$ cat config.mk
export PLATFORM = sky130hd
export DESIGN_NAME = button_event_ctrl
export DESIGN_NICKNAME = d
export VERILOG_FILES = /design/src/rtl/button_event_ctrl.sv
export SDC_FILE = /design/constraint.sdc
export NUM_CORES = 1
export LEC_CHECK = 0
export BUFFER_PORTS_ARGS = -buffer_cell sky130_fd_sc_hd__buf_4
export CELL_PAD_IN_SITES_DETAIL_PLACEMENT = 0
export CELL_PAD_IN_SITES_GLOBAL_PLACEMENT = 2
export CORE_MARGIN = 2
export CORE_UTILIZATION = 35
export CTS_BUF_LIST = sky130_fd_sc_hd__clkbuf_8
export CTS_CLUSTER_SIZE = 8
export DETAILED_ROUTE_END_ITERATION = 6
export PLACE_DENSITY_LB_ADDON = 0.25
export SKIP_CTS_REPAIR_TIMING = 1
export SYNTH_ARGS = -nofsm -noshare
export SYNTH_HDL_FRONTEND = slang
export SYNTH_SLANG_ARGS = --single-unit
$ cat constraint.sdc
create_clock -name clk -period 7.15 [get_ports clk]
set_input_delay 0 -clock clk [delete_from_list [all_inputs] [get_ports clk]]
set_output_delay 0 -clock clk [all_outputs]
set_load 0.1 [all_outputs]
$ cat src/rtl/button_event_ctrl.sv
// Button event scheduler: per-channel PRESS/RELEASE/LONG detection, round-robin arbitration into
// a first-word fall-through event FIFO. Define BTN_EVT_REPEAT_EN to enable auto-repeat while held.
module button_event_ctrl #(
    parameter int unsigned C_CLK_FRQ    = 100000000,
    parameter int unsigned C_CHANNELS   = 4,
    parameter int unsigned C_LONG_MS    = 500,
    parameter int unsigned C_REPEAT_MS  = 100,
    parameter int unsigned C_FIFO_DEPTH = 8,
    localparam int unsigned CW          = $clog2(C_CHANNELS),
    localparam int unsigned AW          = $clog2(C_FIFO_DEPTH)
) (
    input  logic                  clk,
    input  logic                  rst,
    input  logic [C_CHANNELS-1:0] btn,
    output logic                  evt_valid,
    input  logic                  evt_ready,
    output logic [CW+1:0]         evt_data,
    output logic [AW:0]           evt_fill,
    output logic                  ovf,
    input  logic                  ovf_clr
);

    localparam int unsigned TICK_DIV = C_CLK_FRQ / 1000;
    localparam int unsigned PW       = (TICK_DIV > 1) ? $clog2(TICK_DIV) : 1;
    localparam int unsigned MS_MAX   = (C_LONG_MS > C_REPEAT_MS) ? C_LONG_MS : C_REPEAT_MS;
    localparam int unsigned MSW      = $clog2(MS_MAX + 1);
    localparam int unsigned EW       = CW + 2;
    localparam int unsigned FW       = AW + 1;

    localparam logic [1:0] EV_PRESS   = 2'b00;
    localparam logic [1:0] EV_RELEASE = 2'b01;
    localparam logic [1:0] EV_LONG    = 2'b10;
`ifdef BTN_EVT_REPEAT_EN
    localparam logic [1:0] EV_REPEAT  = 2'b11;
`endif

    typedef enum logic [1:0] {StIdle, StPressed, StHeld} state_e;

    function automatic int unsigned wrap_idx(input int unsigned base, input int unsigned off);
        return (base + off) % C_CHANNELS;
    endfunction

    // Millisecond prescaler
    logic [PW-1:0] presc_q;
    logic          tick;

    assign tick = (presc_q == PW'(TICK_DIV - 1));

    always_ff @(posedge clk) begin
        if (rst || tick) presc_q <= '0;
        else             presc_q <= presc_q + PW'(1);
    end

    // Per-channel FSMs
    state_e                state_q [C_CHANNELS];
    state_e                state_d [C_CHANNELS];
    logic [MSW-1:0]        cnt_q   [C_CHANNELS];
    logic [MSW-1:0]        cnt_d   [C_CHANNELS];
    logic [C_CHANNELS-1:0] prev_q;
    logic [C_CHANNELS-1:0] gen;
    logic [1:0]            gen_type [C_CHANNELS];

    always_comb begin
        for (int i = 0; i < C_CHANNELS; i++) begin
            state_d[i]  = state_q[i];
            cnt_d[i]    = cnt_q[i];
            gen[i]      = 1'b0;
            gen_type[i] = EV_PRESS;
            case (state_q[i])
                StIdle: begin
                    if (btn[i] && !prev_q[i]) begin
                        gen[i]     = 1'b1;
                        state_d[i] = StPressed;
                        cnt_d[i]   = '0;
                    end
                end
                StPressed: begin
                    if (!btn[i] && prev_q[i]) begin
                        gen[i]      = 1'b1;
                        gen_type[i] = EV_RELEASE;
                        state_d[i]  = StIdle;
                    end else if (tick) begin
                        if (cnt_q[i] == MSW'(C_LONG_MS - 1)) begin
                            gen[i]      = 1'b1;
                            gen_type[i] = EV_LONG;
                            state_d[i]  = StHeld;
                            cnt_d[i]    = '0;
                        end else begin
                            cnt_d[i] = cnt_q[i] + MSW'(1);
                        end
                    end
                end
                StHeld: begin
                    if (!btn[i] && prev_q[i]) begin
                        gen[i]      = 1'b1;
                        gen_type[i] = EV_RELEASE;
                        state_d[i]  = StIdle;
`ifdef BTN_EVT_REPEAT_EN
                    end else if (tick) begin
                        if (cnt_q[i] == MSW'(C_REPEAT_MS - 1)) begin
                            gen[i]      = 1'b1;
                            gen_type[i] = EV_REPEAT;
                            cnt_d[i]    = '0;
                        end else begin
                            cnt_d[i] = cnt_q[i] + MSW'(1);
                        end
`endif
                    end
                end
                default: state_d[i] = StIdle;
            endcase
        end
    end

    // Pending slots and round-robin arbiter
    logic [C_CHANNELS-1:0] slot_full_q;
    logic [C_CHANNELS-1:0] slot_full_d;
    logic [1:0]            slot_type_q [C_CHANNELS];
    logic [1:0]            slot_type_d [C_CHANNELS];
    logic [CW-1:0]         rr_q;
    logic [CW-1:0]         grant_idx;
    logic [C_CHANNELS-1:0] grant_oh;
    logic                  grant_any;
    logic                  fifo_full;
    logic                  fifo_accept;
    logic                  rd_en;
    logic                  lost;
    logic                  ovf_q;

    assign rd_en       = evt_valid && evt_ready;
    // A full FIFO still takes a write when the head leaves in the same cycle
    assign fifo_accept = !fifo_full || rd_en;

    always_comb begin
        grant_any = 1'b0;
        grant_idx = '0;
        grant_oh  = '0;
        for (int off = 0; off < C_CHANNELS; off++) begin
            if (!grant_any && slot_full_q[wrap_idx(int'(rr_q), off)]) begin
                grant_any = 1'b1;
                grant_idx = CW'(wrap_idx(int'(rr_q), off));
            end
        end
        if (!fifo_accept) grant_any = 1'b0;
        if (grant_any) grant_oh[grant_idx] = 1'b1;
    end

    always_comb begin
        slot_full_d = slot_full_q;
        lost        = 1'b0;
        for (int i = 0; i < C_CHANNELS; i++) begin
            slot_type_d[i] = slot_type_q[i];
            if (grant_oh[i]) slot_full_d[i] = 1'b0;
            if (gen[i]) begin
                if (slot_full_q[i] && !grant_oh[i]) begin
                    lost = 1'b1;
                end else begin
                    slot_full_d[i] = 1'b1;
                    slot_type_d[i] = gen_type[i];
                end
            end
        end
    end

    always_ff @(posedge clk) begin
        prev_q <= btn;
        if (rst) begin
            slot_full_q <= '0;
            rr_q        <= '0;
            ovf_q       <= 1'b0;
            for (int i = 0; i < C_CHANNELS; i++) begin
                state_q[i]     <= StIdle;
                cnt_q[i]       <= '0;
                slot_type_q[i] <= '0;
            end
        end else begin
            slot_full_q <= slot_full_d;
            if (grant_any) rr_q <= CW'(wrap_idx(int'(grant_idx), 1));
            if (ovf_clr)   ovf_q <= 1'b0;
            else if (lost) ovf_q <= 1'b1;
            for (int i = 0; i < C_CHANNELS; i++) begin
                state_q[i]     <= state_d[i];
                cnt_q[i]       <= cnt_d[i];
                slot_type_q[i] <= slot_type_d[i];
            end
        end
    end

    assign ovf = ovf_q;

    // Event FIFO, first-word fall-through
    logic [EW-1:0] mem [C_FIFO_DEPTH];
    logic [AW-1:0] wr_ptr_q;
    logic [AW-1:0] rd_ptr_q;
    logic [AW:0]   fill_q;
    logic [EW-1:0] last_q;
    logic [EW-1:0] wr_data;

    assign fifo_full = (fill_q == FW'(C_FIFO_DEPTH));
    assign wr_data   = {slot_type_q[grant_idx], grant_idx};
    assign evt_valid = (fill_q != '0);
    // When empty, keep presenting the most recently consumed event
    assign evt_data  = evt_valid ? mem[rd_ptr_q] : last_q;
    assign evt_fill  = fill_q;

    always_ff @(posedge clk) begin
        if (rst) begin
            wr_ptr_q <= '0;
            rd_ptr_q <= '0;
            fill_q   <= '0;
            last_q   <= '0;
        end else begin
            if (grant_any) wr_ptr_q <= wr_ptr_q + AW'(1);
            if (rd_en) begin
                rd_ptr_q <= rd_ptr_q + AW'(1);
                last_q   <= mem[rd_ptr_q];
            end
            case ({grant_any, rd_en})
                2'b10:   fill_q <= fill_q + FW'(1);
                2'b01:   fill_q <= fill_q - FW'(1);
                default: fill_q <= fill_q;
            endcase
        end
    end

    always_ff @(posedge clk) begin
        if (grant_any) mem[wr_ptr_q] <= wr_data;
    end

endmodule

==> summary.md <==
| Metric | Value |
|---|---|
| Average size of a mapped cell | roughly 9.7 sq um |
| Max cap viols | 0 |
| Clock Sink Count | roughly 130 |
| Area grow syn2layout | 11.0% |
| Antenna violations before repair | 0 |
| Rows | 50 |
| CTS clk-pin slew, worst paths | roughly 0.08 ns |
| Critical Path RT | around 7.5 ns |
| Critical Path Most Common Cell | a31oi_1 |
| Largest net degree at the start of global routing | 48 |
| Initial Util | between 30% and 40% |
| Post-Route WL | 14,400 um |
| Skew final | between 0.01 and 0.015 ns |
| Clk buf depth | 2 |
| I/O Pins | 18 |
| Iter 0 DRT Violations | about 350 |
| Nets@finish | between 700 and 800 |
| DRC | 0 |
| Syn Nets | ~730 |
| Clock group share of total power | around 25% |
| Design area | around 0.0074 sq mm |
| Worst setup endpoint | cnt_q[1][4]$_SDFFE_PP0P_ |
| Root Driver | clkbuf_8 |
| Wirelength per Cell | between 15 and 20 um |
| First-pass GRT wire length | roughly 24,000 um |
| Post-synthesis cell count | approximately 690 |
| Die W | 142 um |
| RSZ-0062 raised after global routing | false |
| Crit-path max cell delay | just over 0.7 ns |
| P_sw | roughly 960 uW |
| CTS tree | done |
| GP Congestion | ~0.75 |
| Number of global-route vias before repair | between 4,000 and 5,000 |
| Simple-gate share of the synthesized area | between 20% and 30% |
| Cell leakage power | between 0.002 and 0.003 uW |
| Final setup viols | 0 |
| Synthesized area | ~0.0066 sq mm |
| Total Routing Usage GR | 14.9% |
| Final Hold Slack | approximately 0.046 ns |
| Die ar. | roughly 0.02 sq mm |
| Reg-to-reg slack, setup | between 3 and 4 ns |
| Cell variety after synth | between 60 and 70 |
| H-tree Lvls | 4 |
| Internal power | roughly 1300 uW |
| Crit Path Max Fanout | 13 |
| Post-Synth XOR/XNOR Area | 3.70% |
| Synth Flop Type | dfxtp_1 |
| Ys Warns | 0 |
| Number of synthesized register bits | between 100 and 150 |
| Setup TNS | 0 ns |
| Status | finished, final reports clean |
| Vias | between 5,000 and 6,000 |
| Post-Place Cell Area | 0.00697 sq mm |
| Comb power frac | 35.8% |
| Max Freq | roughly 0.32 GHz |
| Multiplexer share of the synthesized area | 4.68% |
| Post-synthesis adder-cell area fraction | 5.96% |
| DIE HEIGHT | around 140 um |
| CP startpoint | presc_q[0]$_SDFF_PP0_ |
| Worst R2R End | cnt_q[1][4]$_SDFFE_PP0P_ |
| Least-Margin Pin Slew | just over 1 ns |
| Synth Area in Compound Gates | around 16% |
| Core area | 0.0186 sq mm |
| Critical Path Sink Type | register |
| Post-DP HPWL | ~10,000 um |
| Tcrit/Tclk final | 44.4% |
| Relative slew margins | approximately a third |
| R2R depth | 6 |
| Via density | around 5.4 |
| CP Cell Sequence | ha_1, nand4_1, nor4_4, a31oi_1, o31ai_1, a31oi_1 |
| First drt pass iteration count | 4 |
| Power density over the cells | slightly above 300 mW/mm^2 |
| CP Class | reg2reg |
| Sw frac | a little over two fifths |
| EDFF count, synth | 40 |
| CP arrival | approximately 3.5 ns |
| Clk_lat worst skew | about 0.44 ns |
| Final Hold Vio Count | 0 |
| Max VDD drop | between 150 and 200 uV |
| Crit path time final | about 3.2 ns |
| Reg-to-Reg Start | presc_q[0]$_SDFF_PP0_ |
| Final ANT Viol Nets | 0 |
| GRT Residual Overflow | 0 |
| Sequential power share | roughly 39% |
| Post-synthesis sequential area ratio | between 40 and 50% |
| Max-slew violation count | 0 |
| Slowest stage cell, crit path | nor4_4 |
| Crit path launch type | register |
| Async SR Flop Fraction | 0% |
| ANT cells | 0 |
| Layout cells sized above 1 | roughly a tenth |
| Largest family of logic cells by synthesized area | simple AND/OR/NAND/NOR gates |
| I/O Buffers | 17 |
| TritonCTS Buffers | 17 |
| Worst hold path class | in2reg |
-- worst max-delay path: cells and delay by family, from the launching register on --
| family | cells | cell delay [ns] |
|---|---|---|
| compound gates | 3 | 1.23 |
| simple gates | 2 | 1.22 |
| flops | 1 | 0.37 |
| fa+ha+maj | 1 | 0.22 |
-- metrics by stage --
stage / util (%) / total power, uW / worst slack, ns / std cells
floorplan: - / 1550 / 2.93 / 686
global placement: 37.4 / 1710 / 4.15 / 914
detailed placement: 37.4 / 1720 / 3.98 / 914
CTS: 39.2 / 2290 / 3.96 / 946
global route: 39.5 / 2390 / 3.63 / 951
finish: 39.5 / 2260 / 3.98 / 951
-- synthesized netlist by cell type, drive strengths merged, types with 8 or more instances --
cell    count  area (sq um)
dfxtp      89          1780
nor2       75           282
a21oi      45           229
edfxtp     40          1200
nand2      37           139
inv        35           131
ha         30           375
o21ai      29           145
nand3      24           120
clkbuf     19          72.6
xor2       17           149
nand4      16           100
nand2b     14          87.6
nor3       14          70.1
mux2i      13           130
nor4       12           105
and3       11          70.1
or3        11          70.1
xnor2      11          96.3
a211oi     10          75.1
a31oi      10          62.6
nor2b      10          62.6
o31ai      10          88.8
o22ai       9          56.3
or4         9          76.3
a21o        8          60.1
mux4        8           180
nor3b       8          60.1
-- cell usage in the layout (no fill, tap or decap), types with 16 or more instances in the layout --
cell,instances
a21oi_1,44
buf_4,18
clkbuf_8,17
dfxtp_1,89
edfxtp_1,40
ha_1,30
inv_1,36
nand2_1,37
nand3_1,24
nand4_1,16
nor2_1,75
o21ai_0,27
xor2_1,17
-- worst min path at each step --
stage,cells after the start,slack (ns),endpoint,from
floorplan,0,0.03,prev_q[0]$_DFF_P_,btn[0]
global placement,1,0.14,prev_q[2]$_DFF_P_,btn[2]
detailed placement,1,0.14,prev_q[1]$_DFF_P_,btn[1]
CTS,1,-0.34,prev_q[2]$_DFF_P_,btn[2]
global route,2,0.05,evt_fill[0]$_SDFFE_PP0P_,rst
finish,2,0.05,wr_ptr_q[2]$_SDFFE_PP0P_,rst
-- layer usage --
layer | wire length, um | share of wire (%) | track usage (%) | up-vias
li1 | - | - | - | 2579
met1 | 6940 | 48 | 19.6 | 2496
met2 | 6960 | 48 | 24.8 | 76
met3 | 424 | 2.9 | 3.24 | 8
met4 | 113 | 0.78 | 3.95 | 0
met5 | 0 | 0 | 0 | -
-- power groups by stage --
stage          registers (uW)  logic (uW)  clock network [uW]
2_1_floorplan             950         605                   0
3_3_place_gp              905         809                   0
3_5_place_dp              908         814                   0
4_1_cts                   892         816                 583
5_1_grt                   901         872                 615
6_report                  891         809                 559
-- area by class of cell --
| cell class | count | area, sq um |
|---|---|---|
| Fill cell | 1882 | 11300 |
| Multi-Input combinational cell | 498 | 3430 |
| Sequential cell | 129 | 2980 |
| Tap cell | 234 | 293 |
| Clock buffer | 17 | 234 |
| Timing Repair Buffer | 23 | 185 |
| Inverter | 35 | 131 |
| Clock inverter | 15 | 113 |
-- cell families (layout without fill, tap and decap cells) --
family | count (synthesis) | in the layout
AOI/OAI and AO/OA | 158 | 158
DFF | 129 | 129
adders and majority gates | 31 | 31
xor gates and xnor gates | 28 | 28
muxes | 21 | 21
and+or+nand+nor | 260 | 260
buffers and inverters | 59 | 90
-- registers in the layout (all words and copies together), names as in the netlist, named ones only --
name / count
rr_q: 2
evt_fill: 4
slot_full_q: 4
state_q: 8
last_q: 4
rd_ptr_q: 3
mem: 32
presc_q: 17
wr_ptr_q: 3
ovf: 1
cnt_q: 36
slot_type_q: 8
prev_q: 4
Power figures use the tool's default switching activity.
